===== config.mk =====
export PLATFORM = sky130hd
export DESIGN_NAME = hbus_lsu_master
export DESIGN_NICKNAME = d
export VERILOG_FILES = /design/src/rtl/hbus_lsu_master_pkg.sv /design/src/rtl/hbus_lsu_master_formatter.sv /design/src/rtl/hbus_lsu_master.sv
export SDC_FILE = /design/constraint.sdc
export NUM_CORES = 1
export LEC_CHECK = 0
export ABC_AREA = 1
export BUFFER_PORTS_ARGS = -buffer_cell sky130_fd_sc_hd__buf_2
export CORE_MARGIN = 4
export CORE_UTILIZATION = 52
export DETAILED_ROUTE_END_ITERATION = 12
export PLACE_DENSITY_LB_ADDON = 0.25
export SLEW_MARGIN = 30
export SYNTH_ARGS = -nofsm -noshare
export SYNTH_HDL_FRONTEND = slang
export SYNTH_SLANG_ARGS = --single-unit

===== constraint.sdc =====
create_clock -name hb_clk -period 10.2 [get_ports hb_clk]
set_clock_uncertainty 0.1 [all_clocks]
set_input_delay 1.02 -clock hb_clk [delete_from_list [all_inputs] [get_ports hb_clk]]
set_output_delay 1.02 -clock hb_clk [all_outputs]
set_load 0.05 [all_outputs]

===== src/rtl/hbus_lsu_master_pkg.sv =====
// Shared types for the XT high-speed bus load/store master: bus width codes,
// RISC-V funct3 encodings and the master's FSM states.
package XT_HBUS_Pkg;

    typedef enum logic [1:0] {
        HB_BYTE = 2'b00,
        HB_HALF = 2'b01,
        HB_WORD = 2'b10
    } hb_width_e;

    typedef enum logic [1:0] {
        ST_IDLE,
        ST_READ,
        ST_WRITE,
        ST_RESP
    } lsu_state_e;

    localparam logic [2:0] LSU_B  = 3'b000;
    localparam logic [2:0] LSU_H  = 3'b001;
    localparam logic [2:0] LSU_W  = 3'b010;
    localparam logic [2:0] LSU_BU = 3'b100;
    localparam logic [2:0] LSU_HU = 3'b101;

    // Only funct3[1:0] carries the size; funct3[2] is the unsigned flag for loads.
    function automatic hb_width_e hb_width_from_funct3(input logic [2:0] funct3);
        case (funct3[1:0])
            2'b00:   return HB_BYTE;
            2'b01:   return HB_HALF;
            default: return HB_WORD;
        endcase
    endfunction

endpackage


===== src/rtl/hbus_lsu_master_formatter.sv =====
// Load data formatter: sign- or zero-extends the right-aligned slave read data
// according to the access width.
module hbus_load_formatter
    import XT_HBUS_Pkg::*;
(
    input  logic [31:0] raw_i,
    input  hb_width_e   width_i,
    input  logic        unsigned_i,
    output logic [31:0] data_o
);

    always_comb begin
        data_o = raw_i;
        case (width_i)
            HB_BYTE: data_o = {{24{raw_i[7] & ~unsigned_i}}, raw_i[7:0]};
            HB_HALF: data_o = {{16{raw_i[15] & ~unsigned_i}}, raw_i[15:0]};
            default: data_o = raw_i;
        endcase
    end

endmodule


===== src/rtl/hbus_lsu_master.sv =====
// XT bus load/store initiator: accepts one core request, drives the bus enable
// until the slave finishes, then returns done/err. Optional watchdog: HBUS_TIMEOUT_EN.
module hbus_lsu_master
    import XT_HBUS_Pkg::*;
#(
    parameter int TIMEOUT_CYCLES = 255,
    parameter int ADDR_WIDTH     = 32
) (
    input  logic                  hb_clk,
    input  logic                  rst,
    input  logic                  lsu_req,
    input  logic                  lsu_we,
    input  logic [2:0]            lsu_funct3,
    input  logic [ADDR_WIDTH-1:0] lsu_addr,
    input  logic [31:0]           lsu_wdata,
    output logic                  lsu_ready,
    output logic                  lsu_done,
    output logic [31:0]           lsu_rdata,
    output logic                  lsu_err,
    output logic [ADDR_WIDTH-1:0] hb_waddr,
    output logic [ADDR_WIDTH-1:0] hb_raddr,
    output logic [31:0]           hb_wdata,
    output logic [1:0]            hb_write_width,
    output logic                  hb_wen,
    output logic                  hb_ren,
    input  logic [31:0]           hb_rdata,
    input  logic                  hb_read_finish,
    input  logic                  hb_write_finish
);

    lsu_state_e            state_q;
    logic                  ready_q, done_q, err_q, wen_q, ren_q, unsigned_q;
    logic [31:0]           rdata_q, wdata_q;
    logic [ADDR_WIDTH-1:0] waddr_q, raddr_q;
    hb_width_e             wwidth_q, width_q;

    hb_width_e   req_width;
    logic        req_illegal, req_misalign;
    logic [31:0] fmt_data;

    assign req_width = hb_width_from_funct3(lsu_funct3);
    // Stores have no unsigned variants, so any funct3[2] store is illegal.
    assign req_illegal = lsu_we ? (lsu_funct3[2] || lsu_funct3[1:0] == 2'b11)
                                : (lsu_funct3 == 3'b011 || lsu_funct3[2:1] == 2'b11);
    assign req_misalign = (req_width == HB_HALF && lsu_addr[0]) ||
                          (req_width == HB_WORD && lsu_addr[1:0] != 2'b00);

    hbus_load_formatter u_fmt (
        .raw_i      (hb_rdata),
        .width_i    (width_q),
        .unsigned_i (unsigned_q),
        .data_o     (fmt_data)
    );

`ifdef HBUS_TIMEOUT_EN
    localparam int TMO_W = ($clog2(TIMEOUT_CYCLES + 1) > 8) ? $clog2(TIMEOUT_CYCLES + 1) : 8;
    logic [TMO_W-1:0] tmo_q;
    logic             tmo_hit;
    // The enable is high for exactly TIMEOUT_CYCLES cycles before giving up.
    assign tmo_hit = (tmo_q == TMO_W'(TIMEOUT_CYCLES - 1));
`endif

    always_ff @(posedge hb_clk or posedge rst) begin
        if (rst) begin
            state_q    <= ST_IDLE;
            ready_q    <= 1'b1;
            done_q     <= 1'b0;
            err_q      <= 1'b0;
            wen_q      <= 1'b0;
            ren_q      <= 1'b0;
            unsigned_q <= 1'b0;
            rdata_q    <= '0;
            wdata_q    <= '0;
            waddr_q    <= '0;
            raddr_q    <= '0;
            wwidth_q   <= HB_BYTE;
            width_q    <= HB_BYTE;
`ifdef HBUS_TIMEOUT_EN
            tmo_q      <= '0;
`endif
        end else begin
            case (state_q)
                ST_IDLE: begin
                    if (lsu_req) begin
                        ready_q    <= 1'b0;
                        width_q    <= req_width;
                        unsigned_q <= lsu_funct3[2];
`ifdef HBUS_TIMEOUT_EN
                        tmo_q      <= '0;
`endif
                        if (req_illegal || req_misalign) begin
                            err_q   <= 1'b1;
                            rdata_q <= '0;
                            state_q <= ST_RESP;
                        end else if (lsu_we) begin
                            wen_q    <= 1'b1;
                            waddr_q  <= lsu_addr;
                            wdata_q  <= lsu_wdata;
                            wwidth_q <= req_width;
                            state_q  <= ST_WRITE;
                        end else begin
                            ren_q   <= 1'b1;
                            raddr_q <= lsu_addr;
                            state_q <= ST_READ;
                        end
                    end
                end
                ST_READ: begin
                    if (hb_read_finish) begin
                        ren_q   <= 1'b0;
                        done_q  <= 1'b1;
                        rdata_q <= fmt_data;
                        state_q <= ST_RESP;
                    end
`ifdef HBUS_TIMEOUT_EN
                    else if (tmo_hit) begin
                        ren_q   <= 1'b0;
                        err_q   <= 1'b1;
                        rdata_q <= '0;
                        state_q <= ST_RESP;
                    end else begin
                        tmo_q <= tmo_q + TMO_W'(1);
                    end
`endif
                end
                ST_WRITE: begin
                    if (hb_write_finish) begin
                        wen_q   <= 1'b0;
                        done_q  <= 1'b1;
                        rdata_q <= '0;
                        state_q <= ST_RESP;
                    end
`ifdef HBUS_TIMEOUT_EN
                    else if (tmo_hit) begin
                        wen_q   <= 1'b0;
                        err_q   <= 1'b1;
                        rdata_q <= '0;
                        state_q <= ST_RESP;
                    end else begin
                        tmo_q <= tmo_q + TMO_W'(1);
                    end
`endif
                end
                ST_RESP: begin
                    done_q  <= 1'b0;
                    err_q   <= 1'b0;
                    ready_q <= 1'b1;
                    state_q <= ST_IDLE;
                end
                default: state_q <= ST_IDLE;
            endcase
        end
    end

    assign lsu_ready      = ready_q;
    assign lsu_done       = done_q;
    assign lsu_err        = err_q;
    assign lsu_rdata      = rdata_q;
    assign hb_wen         = wen_q;
    assign hb_ren         = ren_q;
    assign hb_waddr       = waddr_q;
    assign hb_raddr       = raddr_q;
    assign hb_wdata       = wdata_q;
    assign hb_write_width = wwidth_q;

endmodule

---- Yosys cells after proc, flatten, opt, wreduce, memory -nomap -nowiden ----
Cells that the tools add are included.
storage, ports and cells
  logic and storage cells ................. 92
  output and inout bits ................... 135
  bits of input ports ..................... 105
  bits in registers ....................... 140
operators by class
  mux-type cells .......................... 32
  eq/ne operators ......................... 17
  reductions and logical operators ........ 25
  bitwise logic cells ..................... 5
operator list
  kind                  count
  $mux W32              4
  $pmux W32 S3          1
  $pmux W32 S2          1
  $reduce_and A5 Y1     3
  $mux W1               14
  $ne A2 B2 Y1 const B  7
  $eq A2 B2 Y1 const B  5
  $mux W2               5
  $reduce_and A3 Y1     3
  $eq A2 B1 Y1 const B  4
  $pmux W1 S2           4
  $pmux W2 S4           1
  $reduce_and A4 Y1     2
  $reduce_bool A2 Y1    4
  $logic_not A2 Y1      3
  $reduce_bool A3 Y1    2
  $logic_or A1 B1 Y1    4
  $pmux W2 S2           1
  $reduce_and A2 Y1     2
  $eq A3 B2 Y1 const B  1
  $not A1 Y1            3
  $pmux W1 S3           1
  $and A1 B1 Y1         2
  $logic_and A1 B1 Y1   2

---- Logic depth before layout (Yosys ltp) ----
  depth after elaboration ................. 9
  gate-level depth with buffers ........... 11
  depth with buffers taken out ............ 10

---- Cells and area by module ----
A second synthesis with hierarchy kept.
second synthesis, totals
  cells, all modules ...................... 743
  area, all modules ....................... 6397.4 um2
by module, submodules not included
  module               cells an instance  seq. area each (um2)  area each (um2)  times used
  hbus_lsu_master      672                3504.6                5993.2           1
  hbus_load_formatter  71                 0.0                   404.1            1

---- Worst setup path before layout ----
No wires, ideal clock.
  path kind ............................... in2reg
  from .................................... input lsu_funct3[1]
  to ...................................... register wdata_q[0] (netlist: hb_wdata[0])
  setup time .............................. 0.118 ns
  data required time ...................... 9.982 ns
  setup slack ............................. 8.123 ns
  buffers on the path ..................... 2
  cell stages on the path ................. 8
  arrival ................................. 1.859 ns
  cell sequence ........................... inv_1 -> nand3_1 -> nand2_2 -> nand3_4 -> buf_6 -> buf_6 -> nand2_1 -> nand2_1
between the ends
  cells in the longest elaborated chain, start to end .. 8
  elaborated cells between the ends (all ways) .. 17
  classes of those cells .................. 6 x eq/ne; 2 x mux; 1 x bitwise; 8 x reduce/logical
ends and longest elaborated chain
  item                                              line                                          text
  start, declared                                   hbus_lsu_master.sv:13                         input logic [2:0] lsu_funct3,
  $eq A2 B1 Y1 or $logic_not A2 Y1 (tied branches)  hbus_lsu_master_pkg.sv:26                     case (funct3[1:0])
  $pmux W2 S2                                       hbus_lsu_master_pkg.sv:26
  $eq A2 B1 Y1 or $eq A2 B2 Y1 (tied branches)      hbus_lsu_master.sv:45, hbus_lsu_master.sv:46
  $logic_and A1 B1 Y1 (on tied branches)            hbus_lsu_master.sv:45, hbus_lsu_master.sv:46
  $logic_or A1 B1 Y1                                hbus_lsu_master.sv:45                         assign req_misalign = (req_width == HB_HALF && lsu_addr[0]) ||
  $logic_or A1 B1 Y1 *                              hbus_lsu_master.sv:91                         if (req_illegal || req_misalign) begin
  $not A1 Y1 (no line) *                            -
  $reduce_and A4 Y1 (no line) *                     -
  end signal, assigned                              hbus_lsu_master.sv:98                         wdata_q <= lsu_wdata;
  end, declared                                     hbus_lsu_master.sv:33                         logic [31:0] rdata_q, wdata_q;
Mark *: on every way between the ends. The rest lies on a longest branch, timed or not.
A chain may end at the register's enable or synchronous reset.

---- Worst setup path in the final report ----
  from .................................... register state_q[0]
  to ...................................... register wwidth_q[0] (netlist: hb_write_width[0])
between the ends
  cells in the longest elaborated chain, start to end .. 2
ends and longest elaborated chain
  item                         line                    text
  start, declared              hbus_lsu_master.sv:31   lsu_state_e state_q;
  start signal, assigned       hbus_lsu_master.sv:65   state_q <= ST_IDLE;
  start signal, assigned       hbus_lsu_master.sv:94   state_q <= ST_RESP;
  start signal, assigned       hbus_lsu_master.sv:100  state_q <= ST_WRITE;
  $logic_not A2 Y1             hbus_lsu_master.sv:82   case (state_q)
  $reduce_and A4 Y1 (no line)  -
  end signal, assigned         hbus_lsu_master.sv:99   wwidth_q <= req_width;
  end, declared                hbus_lsu_master.sv:35   hb_width_e wwidth_q, width_q;
No other way between the ends.

==> metrics list <==
- Min-Delay Path Depth: 2
* Total die area: around 0.013 mm^2
* Share of the synthesized area in the top cell type: approximately 60%
* Number of buffers inserted by hold repair at cts: 0
- Flip-flop and latch count after synthesis: 140
- Gates resized, CTS repair: 0
- The worst register-to-register path ends at hb_write_width[0]$_DFFE_PP0P_.
* Via count: around 5200
- GRT Total Usage: 24.05%
- Post-synthesis sequential area ratio: between 60% and 70%
- TritonCTS built the clock tree.
* Number of cells produced by synthesis: between 600 and 700
* Post-synth net total: around 780
- Cell with the biggest individual delay on the critical path: sky130_fd_sc_hd__inv_2
- The library cell used most frequently in the layout, excluding fill and tap cells, is sky130_fd_sc_hd__nand2_1.
- The worst path in the final design needs a cycle of around 2.5 ns, including I/O delays and setup.
- Walking the worst path, the cells encountered are inv_1, ha_1, nand2_1, clkinv_2, nand3_4, inv_2, nand2_1, nand2_1.
- Across the run, the number of max-cap violations was 0.
- Vertical die dimension: 113.8 um
- The initial antenna violation count is 0.
* Leading post-synthesis cells by cell area: sky130_fd_sc_hd__dfrtp_1, sky130_fd_sc_hd__nand2_1, sky130_fd_sc_hd__o21ai_0
* Total negative slack: 0 ns
- In the routed design, unresolved DRC markers number 0.
- Relative slew margins: a little over 50%
* Fillcell total: 863
- The number of failing hold endpoints at the final stage was 0.
- The cell sitting at the root of the clock tree is a sky130_fd_sc_hd__clkbuf_8.
- Yosys mapped the design onto 26 distinct sky130hd cell types.
- The core region is ~0.011 mm^2.
- Iter 0 DRT Violations: 437
- Highest cell delay on the worst timing path: 0.53 ns
* Routed Antenna Nets: 0
- Commonest non-fill, non-tap cells in the layout: sky130_fd_sc_hd__nand2_1, sky130_fd_sc_hd__buf_2, sky130_fd_sc_hd__dfrtp_1
- Hold Path End: lsu_rdata[9]$_DFFE_PP0P_
- During synthesis, Yosys emitted a total of 0 warnings.
* Top cell by count, worst path: sky130_fd_sc_hd__nand2_1
* Sort of element at the end of the critical path: register
- Routability-driven placement finished with a final weighted congestion of 0.8811.
- In the final routed layout, each cell accounts on average for between 10 and 15 um.
- Vias in the first global route: about 5100
- In this run the most critical hold path is launched from lsu_rdata[9]$_DFFE_PP0P_.
- The final number of max-transition violations came to 0.
* Post-detail-place hpwl: 10850 um
- Total inserted antenna cells: 0
- Pin placement for this block handled 240 I/O pins.
- After floorplanning, the core was divided into 38 placement rows.
- Relative area change from synthesis to final layout: 31.22%
* Storage cell area: roughly 0.0035 mm^2
- Maximum clock path buffer count: 2
- After clock tree synthesis, the clock-pin slew on the worst setup and hold paths is approximately 0.060 ns.
* Final count of negative-setup-slack endpoints: 0
- In this run the register-to-register setup slack is ~7.7 ns.
* Critical path type: register to register
- Number of buffers created by CTS: 17
* Total overflow reported by the global router: 0
- The average instance in the mapped netlist occupies 8.673 um^2.
- Number of buffers inserted by post-CTS setup repair: 0
* Number of buffers added on ports: approximately 240
* Number of levels in the clock H-tree: 4
- Worst-margin pin slew: 0.7225 ns
- Summing every instance area after synthesis gives 0.005819 mm^2.
- Clock sink total: 140
* Fraction of layout cells with a size suffix above 1: a little under a third
- Dividing the final minimum period by the clock period gives 24.20%.
- Result of the run: finished clean
* R2r startpoint: state_q[0]$_DFFE_PP0P_
- Critical path launch point type: register
- Unrepaired setup endpoints after global routing: no
- Multi-input logic area: roughly 0.0020 mm^2
- CP Data Required Time: 10.53 ns
* Number of cells on the worst reg-to-reg path: 8
* Kind of path behind the tightest hold check: register to register
* Number of vias per cell after detailed routing: 4.909
- The first global-routing pass estimated about 25000 um of wire.
- The largest total area in the synthesized netlist belongs to sky130_fd_sc_hd__dfrtp_1.
- Largest net degree at the start of global routing: 101
* First drt pass iteration count: 5
- Total number of nets in the final design: ~1000
* DIE WIDTH: around 110 um
- Arr. time, crit path: around 2.8 ns
- Critical path fanouts, max: 35
- F_max: just over 400 MHz
* Total length of routed wires: ~15000 um
- Insertion delay to the later sink of the worst-skew pair: approximately 0.51 ns
- The initial utilization of the core area, before any placement, comes to 53.45%.
stage by stage:
| stage | utilization [%] | cell area, um^2 | instances | setup slack (ns) | hold WS (ns) |
|---|---|---|---|---|---|
| 2_1_floorplan | - | 5819 | 671 | 5.329 | 0.3624 |
| 3_3_place_gp | 64.72 | 7047 | 1023 | 6.821 | 0.3505 |
| 3_5_place_dp | 64.72 | 7047 | 1023 | 6.693 | 0.3535 |
| 4_1_cts | 69.92 | 7612 | 1055 | 7.043 | 0.3691 |
| 5_1_grt | 70.13 | 7636 | 1056 | 7.432 | 0.3937 |
| 6_report | 70.13 | 7636 | 1056 | 7.732 | 0.3655 |
metal layers:
| layer | global-route usage [%] | up-vias | routed length [um] |
|---|---|---|---|
| met5 | 0 | - | 0 |
| met4 | 8.314 | 0 | 237 |
| met3 | 7.003 | 19 | 1254 |
| met2 | 39.46 | 209 | 7593 |
| met1 | 30.84 | 2410 | 6093 |
| li1 | - | 2546 | - |
synthesized netlist by cell type:
master and instances:
sky130_fd_sc_hd__buf_4 5, sky130_fd_sc_hd__nand3_4 2, sky130_fd_sc_hd__nand4_1 2, sky130_fd_sc_hd__clkinv_2 1
sky130_fd_sc_hd__a21boi_0 2, sky130_fd_sc_hd__nand2_2 4, sky130_fd_sc_hd__inv_1 50, sky130_fd_sc_hd__inv_2 3
sky130_fd_sc_hd__nand2_1 292, sky130_fd_sc_hd__clkbuf_1 7, sky130_fd_sc_hd__a22o_1 1, sky130_fd_sc_hd__nand3_2 1
sky130_fd_sc_hd__buf_2 14, sky130_fd_sc_hd__buf_6 2, sky130_fd_sc_hd__nor2_1 37, sky130_fd_sc_hd__clkinv_1 1
sky130_fd_sc_hd__dfstp_2 1, sky130_fd_sc_hd__nand3b_1 9, sky130_fd_sc_hd__nand3_1 11, sky130_fd_sc_hd__o21bai_1 1
sky130_fd_sc_hd__ha_1 5, sky130_fd_sc_hd__a21oi_1 10, sky130_fd_sc_hd__a21oi_4 1, sky130_fd_sc_hd__o21ai_0 67
sky130_fd_sc_hd__o21ai_1 3, sky130_fd_sc_hd__dfrtp_1 139
worst max path at each step:
stage | from | end | slack, ns | depth (start not counted)
after floorplan | rst | hb_raddr[0]$_DFFE_PP0P_ | 5.33 | 1
after global placement | lsu_addr[1] | hb_wdata[0]$_DFFE_PP0P_ | 6.82 | 8
after detailed placement | lsu_we | hb_wdata[21]$_DFFE_PP0P_ | 6.69 | 8
after CTS | state_q[0]$_DFFE_PP0P_ | hb_write_width[0]$_DFFE_PP0P_ | 7.04 | 8
after global routing | state_q[0]$_DFFE_PP0P_ | hb_wdata[17]$_DFFE_PP0P_ | 7.43 | 8
final | state_q[0]$_DFFE_PP0P_ | hb_write_width[0]$_DFFE_PP0P_ | 7.73 | 8
cells by family after synthesis:
group,share of synthesized area [%]
and+or+nand+nor,24.75
DFF,60.22
AOI/OAI and AO/OA,7.697
buffers and inverters,6.257
adders and majority gates,1.075
critical path, delay by kind of cell, from the launching register on:
| family | cells | cell delay (ns) |
|---|---|---|
| flip-flops | 1 | 0.40 |
| buffers and inverters | 3 | 0.82 |
| adder cells (fa/ha/maj) | 1 | 0.31 |
| AND/OR/NAND/NOR | 4 | 0.74 |
sequential cells by signal (all words and copies together), names as in the netlist, 2 cells and up:
| signal | cells |
|---|---|
| hb_wdata | 32 |
| width_q | 2 |
| hb_raddr | 32 |
| hb_waddr | 32 |
| hb_write_width | 2 |
| state_q | 2 |
| lsu_rdata | 32 |
area by class of cell:
type                    count  share of cell area, %
well taps                 140                  2.294
multi-input cells         448                  25.54
clock buffers              20                  5.571
flip-flops and latches    140                  45.90
repair buffers            241                  16.07
inverters                  55                  2.786
clock inverters            12                  1.835
Power is left out: the tool's default activity adds up to more than one toggle a clock period on the data nets, which glitch-free logic cannot reach.
